==> config.mk <==
export PLATFORM = sky130hd
export DESIGN_NAME = audio_playback_scheduler
export DESIGN_NICKNAME = d
export VERILOG_FILES = /design/src/rtl/audio_playback_scheduler.sv
export SDC_FILE = /design/constraint.sdc
export NUM_CORES = 1
export LEC_CHECK = 0
export CAP_MARGIN = 25
export CORE_UTILIZATION = 52
export CTS_BUF_LIST = sky130_fd_sc_hd__clkbuf_4
export DETAILED_ROUTE_END_ITERATION = 12
export HOLD_SLACK_MARGIN = 0.02
export PLACE_DENSITY = 0.79
export SYNTH_ARGS = -nofsm -noshare
export SYNTH_HDL_FRONTEND = slang
export SYNTH_SLANG_ARGS = --single-unit
==> constraint.sdc <==
create_clock -name clk_27MHz -period 2.36 [get_ports clk_27MHz]
set_input_delay 0.354 -clock clk_27MHz [delete_from_list [all_inputs] [get_ports clk_27MHz]]
set_output_delay 0.354 -clock clk_27MHz [all_outputs]
set_load 0.02 [all_outputs]
==> src/rtl/audio_playback_scheduler.sv <==
// audio_playback_scheduler: derives the sample tick from clk_27MHz, fetches one
// sample per tick over a req/ack handshake, strobes it toward the DAC, and runs
// the play/pause/stop transport with track selection and looping.
module audio_playback_scheduler #(
  parameter int                 TICK_DIV    = 1227,
  parameter int                 ADDR_W      = 16,
  parameter int                 DATA_W      = 8,
  parameter int                 NUM_TRACKS  = 4,
  parameter int                 TRACK_WORDS = 16384,
  parameter logic [DATA_W-1:0]  MIDSCALE    = DATA_W'(8'h80),
  localparam int                SEL_W       = (NUM_TRACKS > 1) ? $clog2(NUM_TRACKS) : 1
) (
  input  logic              clk_27MHz,
  input  logic              reset,
  input  logic              play,
  input  logic              pause,
  input  logic              stop,
  input  logic              loop_en,
  input  logic [SEL_W-1:0]  track_sel,
  output logic              mem_req,
  output logic [ADDR_W-1:0] mem_addr,
  input  logic              mem_ack,
  input  logic [DATA_W-1:0] mem_data,
  output logic [DATA_W-1:0] sample_out,
  output logic              sample_valid,
  output logic              playing,
  output logic              done,
  output logic              overrun
);

  localparam int                CNT_W    = (TICK_DIV > 0) ? $clog2(TICK_DIV + 1) : 1;
  localparam logic [CNT_W-1:0]  TICK_MAX = CNT_W'(TICK_DIV);
  localparam logic [ADDR_W-1:0] TW       = ADDR_W'(TRACK_WORDS);
  localparam logic [ADDR_W-1:0] TW_M1    = ADDR_W'(TRACK_WORDS - 1);

  typedef enum logic [1:0] {IDLE, WAIT_TICK, FETCH, PAUSED} state_t;

  state_t              state_q, state_d;
  logic [CNT_W-1:0]    cnt_q, cnt_d;
  logic [ADDR_W-1:0]   addr_q, addr_d;
  logic [ADDR_W-1:0]   base_q, base_d;
  logic                mem_req_q, mem_req_d;
  logic [DATA_W-1:0]   sample_q, sample_d;
  logic                valid_q, valid_d;
  logic                done_q, done_d;
  logic                overrun_q, overrun_d;
  logic                pend_q, pend_d;
  logic                stop_lat_q, stop_lat_d;
  logic                pause_lat_q, pause_lat_d;

  logic                running;
  logic                tick;
  logic                ack;
  logic                stop_any;
  logic                pause_any;
  logic                last_word;
  logic [ADDR_W-1:0]   sel_base;

  assign running   = (state_q == WAIT_TICK) || (state_q == FETCH);
  assign tick      = running && (cnt_q == TICK_MAX);
  // An ack only means something while a request is actually outstanding.
  assign ack       = mem_ack && mem_req_q;
  assign stop_any  = stop  || stop_lat_q;
  assign pause_any = pause || pause_lat_q;
  assign last_word = (addr_q == (base_q + TW_M1));
  assign sel_base  = ADDR_W'(track_sel) * TW;

  // Next-state and output decode for the transport/fetch sequencer.
  always_comb begin
    state_d     = state_q;
    cnt_d       = cnt_q;
    addr_d      = addr_q;
    base_d      = base_q;
    mem_req_d   = mem_req_q;
    sample_d    = sample_q;
    valid_d     = 1'b0;
    done_d      = 1'b0;
    overrun_d   = overrun_q;
    pend_d      = pend_q;
    stop_lat_d  = stop_lat_q;
    pause_lat_d = pause_lat_q;

    // The tick counter free-runs whenever playback is active, including fetches.
    if (running) begin
      cnt_d = tick ? '0 : cnt_q + CNT_W'(1);
    end

    unique case (state_q)
      IDLE: begin
        sample_d  = MIDSCALE;
        mem_req_d = 1'b0;
        if (play && !pause && !stop) begin
          base_d      = sel_base;
          addr_d      = sel_base;
          cnt_d       = '0;
          overrun_d   = 1'b0;
          pend_d      = 1'b0;
          stop_lat_d  = 1'b0;
          pause_lat_d = 1'b0;
          state_d     = WAIT_TICK;
        end
      end

      WAIT_TICK: begin
        if (stop) begin
          sample_d = MIDSCALE;
          state_d  = IDLE;
        end else if (pause) begin
          state_d = PAUSED;
        end else if (tick) begin
          mem_req_d   = 1'b1;
          stop_lat_d  = 1'b0;
          pause_lat_d = 1'b0;
          state_d     = FETCH;
        end
      end

      FETCH: begin
        // One tick may wait behind the current fetch; a second one is lost.
        if (tick) begin
          if (pend_q) overrun_d = 1'b1;
          else        pend_d    = 1'b1;
        end
        if (ack) begin
          mem_req_d   = 1'b0;
          stop_lat_d  = 1'b0;
          pause_lat_d = 1'b0;
          if (stop_any) begin
            sample_d = MIDSCALE;
            pend_d   = 1'b0;
            state_d  = IDLE;
          end else begin
            sample_d = mem_data;
            valid_d  = 1'b1;
            if (last_word && !loop_en) begin
              // Final sample is strobed now; IDLE swaps in silence next cycle.
              done_d  = 1'b1;
              pend_d  = 1'b0;
              state_d = IDLE;
            end else begin
              addr_d = last_word ? base_q : addr_q + ADDR_W'(1);
              pend_d = 1'b0;
              if (pause_any)          state_d = PAUSED;
              else if (pend_q || tick) state_d = FETCH;
              else                    state_d = WAIT_TICK;
            end
          end
        end else begin
          stop_lat_d  = stop_lat_q  || stop;
          pause_lat_d = pause_lat_q || pause;
          // Request dropped after a back-to-back ack: reissue unless a control
          // arrived, since nothing is outstanding to wait for.
          if (!mem_req_q) begin
            if (stop_any) begin
              sample_d    = MIDSCALE;
              pend_d      = 1'b0;
              stop_lat_d  = 1'b0;
              pause_lat_d = 1'b0;
              state_d     = IDLE;
            end else if (pause_any) begin
              pend_d      = 1'b0;
              stop_lat_d  = 1'b0;
              pause_lat_d = 1'b0;
              state_d     = PAUSED;
            end else begin
              mem_req_d = 1'b1;
            end
          end
        end
      end

      PAUSED: begin
        pend_d = 1'b0;
        if (stop) begin
          sample_d = MIDSCALE;
          state_d  = IDLE;
        end else if (play && !pause) begin
          state_d = WAIT_TICK;
        end
      end

      default: state_d = IDLE;
    endcase
  end

  // State registers with asynchronous reset back to silence and idle.
  always_ff @(posedge clk_27MHz or posedge reset) begin
    if (reset) begin
      state_q     <= IDLE;
      cnt_q       <= '0;
      addr_q      <= '0;
      base_q      <= '0;
      mem_req_q   <= 1'b0;
      sample_q    <= MIDSCALE;
      valid_q     <= 1'b0;
      done_q      <= 1'b0;
      overrun_q   <= 1'b0;
      pend_q      <= 1'b0;
      stop_lat_q  <= 1'b0;
      pause_lat_q <= 1'b0;
    end else begin
      state_q     <= state_d;
      cnt_q       <= cnt_d;
      addr_q      <= addr_d;
      base_q      <= base_d;
      mem_req_q   <= mem_req_d;
      sample_q    <= sample_d;
      valid_q     <= valid_d;
      done_q      <= done_d;
      overrun_q   <= overrun_d;
      pend_q      <= pend_d;
      stop_lat_q  <= stop_lat_d;
      pause_lat_q <= pause_lat_d;
    end
  end

  assign mem_req      = mem_req_q;
  assign mem_addr     = addr_q;
  assign sample_out   = sample_q;
  assign sample_valid = valid_q;
  assign playing      = running;
  assign done         = done_q;
  assign overrun      = overrun_q;

endmodule

* After elaboration in Yosys (flattened, before gate mapping)
Cells that the tools add are included.
Widths: inputs -> output; s select.
** Storage, ports and cells
- Register bits after elaboration :: 46
- Output and inout bits :: 29
** Cells by class
- Equal/unequal tests :: 20
- Mux-type cells :: 65
- Add/subtract/negate cells :: 3
- Reduce and logical (&&, ||, !) cells :: 25
** Operator list (count)
- $mux 16 :: 5
- $mux 11 :: 4
- $mux 8 :: 5
- $pmux 16 s2 :: 1
- $mux 1 :: 29
- $mux 2 :: 14
- $pmux 8 s3 :: 1
- $ne 2x2->1 const B :: 9
- $add 16x1->16 const B :: 1
- $add 16x14->16 const B :: 1
- $eq 16x16->1 :: 1
- $reduce_and 5->1 :: 3
- $pmux 1 s3 :: 4
- $add 11x1->11 const B :: 1
- $eq 11x11->1 const B :: 1
- $ne 3x3->1 const B :: 3
- $ne 4x4->1 const B :: 2
- $pmux 2 s4 :: 1
- $reduce_and 4->1 :: 2
- $reduce_bool 3->1 :: 2
- $logic_and 1x1->1 :: 5
- $eq 2x2->1 const B :: 2
- $logic_or 1x1->1 :: 4
- $reduce_and 2->1 :: 2
- 8 further kinds :: 10

* Logic depth before layout (Yosys ltp)
Gate-level depths: netlist of run 1.
- Depth in word-level cells :: 10
- Mapped depth :: 9
- Depth with buffers taken out :: 7

* Worst setup path after synthesis of run 1
OpenSTA, ideal clock, no wires.
- Path type :: register to register
- Start point :: register state_q[0]
- End point :: register state_q[1]
- Buffers on the path :: 1
- Setup time :: 0.131 ns
- Cell stages (with the launch flop) :: 9
- Period minus slack after synthesis :: 2.236 ns
- Arrival :: 2.104 ns
- Path slack :: 0.124 ns
- Cell sequence :: dfrtp_1 -> inv_1 -> ha_1 -> and3_1 -> and4b_1 -> clkbuf_1 -> or4_1 -> a31oi_1 -> o31ai_1
** Between the ends
- Cells in the longest elaborated chain, start to end :: 10
- Elaborated cells on any way between the ends :: 19
- Those cells by class :: eq/ne: 8; mux: 6; reduce/logical: 5
** Ends and longest elaborated chain
- start, declared :: RTL line 38 : state_t state_q, state_d;
- start signal, assigned :: RTL line 202 : state_q <= state_d;
- $eq 2x1->1 / $eq 2x2->1 (equally long branches) :: RTL line 59 : assign running = (state_q == WAIT_TICK) || (state_q == FETCH);
- $logic_or 1x1->1 * :: RTL line 59
- named net playing :: RTL line 26 : output logic playing,
- $logic_and 1x1->1 * :: RTL line 60 : assign tick = running && (cnt_q == TICK_MAX);
- $logic_or 1x1->1 :: RTL line 144 : else if (pend_q || tick) state_d = FETCH;
- $mux 2 :: RTL line 144
- $mux 2 :: RTL line 143 : if (pause_any) state_d = PAUSED;
- $mux 2 :: RTL line 135 : if (last_word && !loop_en) begin
- $mux 2 :: RTL line 128 : if (stop_any) begin
- $mux 2 :: RTL line 124 : if (ack) begin
- $pmux 2 s4 :: RTL line 88 : unique case (state_q)
Mark *: on every way through the listed nets, which the timed path passes. The rest lies on a longest branch.
A chain may end at the register's enable or synchronous reset.

* Worst setup path in the final report of run 1
- Start point :: register state_q[0]
- End point :: register addr_q[3] (netlist: mem_addr[3])
** Between the ends
- Cells in the longest elaborated chain, start to end :: 3
- Elaborated cells on any way between the ends :: 9
- Those cells by class :: eq/ne: 5; mux: 1; reduce/logical: 3
** Ends and longest elaborated chain
- $eq 2x2->1 / $logic_not 2->1 (equally long branches) :: RTL line 88
- $ne 2x2->1 (no source line) / $reduce_bool 2->1 (equally long branches)
- $reduce_and 5->1 (no source line)
- end signal, assigned :: RTL line 204 : addr_q <= addr_d;
- end, declared :: RTL line 40 : logic [ADDR_W-1:0] addr_q, addr_d;
Several ways; a longest one is shown, not always the timed one.

==> out/results.ini, run 1 <==
[sta]
slew_viol_final=0
finalSetupViolCount=0
fin_crit_sh_pct=94.0
grt_setup_unrepaired=no
fin_skew_ns=0.0161
slew_headroom_pct=65.0
period_minus_slack_ns=2.22
fmax_ghz=0.451
hold_violations=0
tightest_slew_ns=0.521

[floorplan]
die_w_um=72.7
row_count=25
coreArea_um2=4750
initial_utilization_pct=54.6
die_y_um=72.7
dieArea_um2=5280
pin_count=46

[drt]
wl_met1_um=2840
num_vias=2375
routed-wl-met2_um=3030
drc=0
wl_met3_um=414
wl_per_cell_um=15.7
via_per_inst=5.85
ant_nets=0
drtIter0Drc=178
drt_wl_total_um=6390
drt_first_pass_iters=4
maxUsedRoutingLayer=met4

[clock_network]
numCtsBuffers=5
worstSkewPairLatency_ns=0.38
clock_sinks=46
htreeDepth=2
cts.path.max_buffers=2
cts-root-buf=clkbuf_4
path_clk_slew_ns=0.15
cts_tree=yes

[global_route]
grt_overflow=0
grt_max_degree=19
grt_usage_pct=25.6
grt_pass1_vias=2179
grt_pass1_wl_um=10300
antenna_found_initial=0

[synth]
yosysSeqAreaShare_pct=44.4
synth_seq_cells=46
synthTopCellsByCount=45 x dfrtp_1, 32 x nor2_1, 18 x nand2_1
yosys_warnings=0
synth_edf_count=0
ys_types=53
synth_area_um2=2600
postSynthAreaPerCell_um2=9.55
netlist_instances=272
synth_nets=297
synth.largest_area_cell=dfrtp_1
async_reset_ff_share_pct=100
ys.flop_type=dfrtp_1
yosysMostFrequentCell=dfrtp_1
synth_area_leaders=dfrtp_1 43%, nor2_1 4.6%, ha_1 3.9%, a22o_1 3.7%, nand3_1 3.1%
netlist.area_leader.share_pct=43.4

[placed_design]
placed_cells=396
io_buffers=45
post_dp_cell_area_um2=3250
dpl.hpwl_um=4700
gp_congestion=0.912

[critical_path]
cp_data_required_time_ns=2.63
end_kind=flop
crit_type=reg -> reg
setup.worst_path.start_class=flop
r2r_slack_ns=0.14
crit_arrival_ns=2.49
path_max_fanout=14

[min_path]
hold_path_class=in -> async

[layout]
final_nets=363
fin_cells=406
drive_above_1_share_pct=16.2
area_delta_synth_final_pct=28.7
final_core_util_pct=70.3
design_area_um2=3340
n_antenna_cell=0

[power_and_ir_drop]
leakage_nw=1.47
cellPowerDensity_nw_per_um2=775
peakVddDrop_uv=401

[run_status]
status=finished clean

[run]
max-cap-violations=0

==> critical path, stage by stage, from the launching register on <==
cell	delay, ns
dfrtp_2	0.48
inv_1	0.12
ha_2	0.23
nor3b_4	0.20
nand3_1	0.12
a221o_1	0.41
buf_12	0.18
a21o_1	0.15
a22o_1	0.23
==> metal layers <==
layer  up-vias  GRT usage [%]
li1       1116              -
met1      1141           35.2
met2       103           40.7
met3        15           5.66
met4         0           7.19
met5         -              0
==> cell type report <==
cell class	count	area [µm²]
inverter	12	45.0
tap	67	83.8
multi-input combinational	203	1350
sequential	46	1150
clock buffer	5	37.5
timing repair buffer	70	653
clock inverter	3	21.3
fill	389	1410
==> final timing paths <==
check / start / end / depth (start not counted)
max in group asynchronous: reset / sample_out[7]$_DFFE_PP1P_ / 3
hold reg to reg: sample_out[7]$_DFFE_PP1P_ / sample_out[7]$_DFFE_PP1P_ / 2
setup reg to reg: state_q[0]$_DFFE_PP0P_ / mem_addr[3]$_DFFE_PP0P_ / 8
hold / removal: reset / pend_q$_DFFE_PP0P_ / 2
setup / recovery: state_q[0]$_DFFE_PP0P_ / mem_addr[3]$_DFFE_PP0P_ / 8
min in group clk_27MHz: mem_data[7] / sample_out[7]$_DFFE_PP1P_ / 3
==> per-stage QoR <==
step / hold WS (ns) / total power [mW] / setup WS (ns) / TNS (ns)
after floorplan: 0.452 / 1.81 / 0.124 / 0
after global placement: 0.473 / 2.13 / 0.00391 / 0
after detailed placement: 0.487 / 2.17 / -0.0465 / -0.116
after CTS: 0.221 / 2.57 / 0.0426 / 0
after global routing: 0.235 / 2.75 / 0.0429 / 0
final: 0.212 / 2.59 / 0.142 / 0
==> registers in the layout, indices dropped and copies added (netlist names), 2 cells and up <==
name	count
mem_addr	16
state_q	2
sample_out	8
base_q	2
cnt_q	11
==> repair_timing <==
action,in CTS,in global routing
gates resized for setup,1,4
pin swaps,0,1
hold buffers,0,0
setup endpoints to repair,1,8
buffers inserted,2,0
==> cells by family (layout without fill, tap and decap cells) <==
logic type                 Yosys count  in the layout  synth area share, %
AOI/OAI and AO/OA                   74             74                 20.2
xor gates and xnor gates            11             11                 3.71
adders and majority gates            8              8                 3.86
buffers and inverters               23             90                 4.39
DFF                                 46             46                 44.4
muxes                                5              5                 2.02
and+or+nand+nor                    105            105                 21.4
==> cell usage in the layout (no fill, tap or decap), types with 6 or more instances in the layout <==
master,count
nand4_1,6
buf_4,24
clkdlybuf4s50_1,44
ha_1,7
a22o_1,11
nand3_1,16
inv_1,10
o21ai_0,8
xor2_1,6
nand2_1,18
a21oi_1,12
nor2_1,32
dfrtp_1,44
a31oi_1,7
o21ai_1,13
==> power by group <==
group / switching, mW / internal, mW / total, mW / leakage (nW)
combinational: 0.619 / 0.512 / 1.13 / 0.820
sequential: 0.149 / 0.918 / 1.07 / 0.619
clock: 0.276 / 0.116 / 0.392 / 0.0312
Note: power is estimated with default switching activity, not from simulation.
==> run 2: changes to the inputs <==
Settings changed: SLEW_MARGIN from default to 15.
==> results of run 2 <==
No change in the layout: final DEF, timing and power equal those of run 1.
==> run 3: changes to the inputs <==
Settings changed: CORE_ASPECT_RATIO from default to 0.6.
==> run 3 against run 2 <==
  * Final cell count shrank 2.0%
  * Worst hold slack improved by 0.12 ns
  * Register-to-register slack hardly changed
  * Highest routed layer unchanged
==> out/results.ini, run 3 (synthesis results as in run 1) <==
[placed_design]
io_buffers=45  ; unchanged
dpl.hpwl_um=4860  ; +3.3%
placed_cells=390  ; -1.5%
gp_congestion=0.953  ; +4.5%

[layout]
fillCellCount=359  ; -7.7%
n_antenna_cell=0  ; unchanged
ff_latch_area_um2=1150  ; unchanged
fin_cells=398  ; -2.0%
final_cell_mix=44 x dfrtp_1, 44 x clkdlybuf4s50_1, 32 x nor2_1
largest_reg_flops=16  ; unchanged
drive_above_1_share_pct=14.9  ; -1.3 points
final_nets=359  ; -1.1%
area_delta_synth_final_pct=27.1
final_core_util_pct=70.5  ; +0.19 points
multi_input_area_um2=1330  ; -1.0%

[run_status]
status=finished clean

[clock_network]
cts.path.max_buffers=2  ; unchanged
worstSkewPairLatency_ns=0.36  ; -0.02 ns
numCtsBuffers=5  ; unchanged
cts-hold-fix-buffers=0  ; unchanged
path_clk_slew_ns=0.12  ; -0.03 ns
cts_tree=yes
htreeDepth=2  ; unchanged
cts-root-buf=clkbuf_4
clock_sinks=46  ; unchanged

[floorplan]
initial_utilization_pct=55.4  ; +0.83 points
row_count=19  ; -24%
dieArea_um2=5290  ; +0.18%
die_y_um=56.7  ; -22%
die_w_um=93.2  ; +28%
coreArea_um2=4680  ; -1.5%
pin_count=46  ; unchanged

[sta]
period_minus_slack_ns=2.20  ; -0.0139 ns
slew_viol_final=0  ; unchanged
hold_violations=0  ; unchanged
holdWs_ns=0.329  ; +0.117 ns
fin_crit_sh_pct=93.4  ; -0.59 points
fin_skew_ns=0.00820  ; -0.00788 ns
fin_tns_setup_ns=0  ; unchanged
slew_headroom_pct=62.2  ; -2.7 points
grt_setup_unrepaired=no
fmax_ghz=0.454  ; +0.63%
tightest_slew_ns=0.561  ; +0.0406 ns
finalSetupViolCount=0  ; unchanged

[min_path]
hold_path_class=in -> async

[critical_path]
end_kind=flop
crit_arrival_ns=2.46  ; -0.03 ns
cp_data_required_time_ns=2.62  ; about the same
path_max_fanout=19  ; +5
crit_path_start=state_q[0]$_DFFE_PP0P_
setup.worst_path.start_class=flop
r2r_slack_ns=0.16  ; about the same
cp_slowest_cell=dfrtp_2
crit_type=reg -> reg
critical_path.max_stage_delay_ns=0.48  ; about the same
r2r-start=state_q[0]$_DFFE_PP0P_
path_cells=inv_2, ha_2, nor3b_2, nand3_1, a221o_1, buf_12, a21o_1, a22o_1

[drt]
drt_first_pass_iters=5  ; +1
wl_per_cell_um=15.8  ; +0.59%
num_vias=2345  ; -1.3%
via_per_inst=5.89  ; +0.72%
drc=0  ; unchanged
drt_wl_total_um=6300  ; -1.4%
drtIter0Drc=221  ; +24%
ant_nets=0  ; unchanged

[global_route]
grt_overflow=0  ; unchanged
grt_pass1_vias=2110  ; -3.2%
grt_max_degree=25  ; +6
top_usage_layer=met1
grt_util_met2_pct=32.7  ; -8.0 points
met3_usage_pct=6.23  ; +0.57 points
met1_usage_pct=42.3  ; +7.1 points
grt_usage_pct=25.9  ; +0.33 points
grt_pass1_wl_um=10400  ; +1.2%
antenna_found_initial=0  ; unchanged

[power_and_ir_drop]
cellPowerDensity_nw_per_um2=772  ; -0.33%
leakage_nw=1.45  ; -1.5%
peakVddDrop_uv=570  ; +42%

[run]
max-cap-violations=0  ; unchanged

-- run 3: final timing paths --
path	cells past startpoint	end
worst max register to register	8	mem_addr[8]$_DFFE_PP0P_
worst max-delay path	8	mem_addr[8]$_DFFE_PP0P_
max in group asynchronous	3	state_q[0]$_DFFE_PP0P_
min in group clk_27MHz	2	sample_out[7]$_DFFE_PP1P_
worst min register to register	2	sample_out[7]$_DFFE_PP1P_
worst min-delay path	2	sample_out[6]$_DFFE_PP0P_
-- run 3: layer usage --
metal  part of all wire (%)  wire, µm
met3                    9.5       600
met4                   0.94        59
met2                     38      2420
met1                     51      3230
met5                      0         0
-- run 3: area by class of cell --
type                    count  share of cell area [%]
clock buffers               6                    1.37
clock inverters             2                   0.265
inverters                  12                    1.37
multi-input cells         203                    40.4
flip-flops and latches     46                    35.0
well taps                  63                    2.39
repair buffers             66                    19.3
-- run 3: worst max-delay path, delay by kind of cell (launching register included) --
family | cells | cell delay, ns
AO/OA/AOI/OAI | 3 | 0.79
adder cells (fa/ha/maj) | 1 | 0.21
buffers and inverters | 2 | 0.28
flip-flops | 1 | 0.48
AND/OR/NAND/NOR | 2 | 0.34
-- run 3: what timing repair did --
action                                  in CTS  in global routing
endpoints found under the setup margin       1                 10
pin swaps                                    0                  0
buffers inserted                             0                  0
hold endpoints to repair                     0                  0
gates resized for setup                      1                  3
-- run 3: stage by stage --
step	cell area, µm²	power [mW]	setup WS [ns]
after detailed placement	3240	2.17	-0.0400
after floorplan	2600	1.81	0.124
final	3300	2.55	0.156
after global routing	3300	2.71	0.0172
after CTS	3290	2.54	0.0237
after global placement	3240	2.14	-0.0175
-- run 3: report_power, final --
group	switching, mW	internal, mW	total (mW)
Sequential	0.150	0.918	1.07
Clock	0.245	0.124	0.369
Combinational	0.622	0.489	1.11
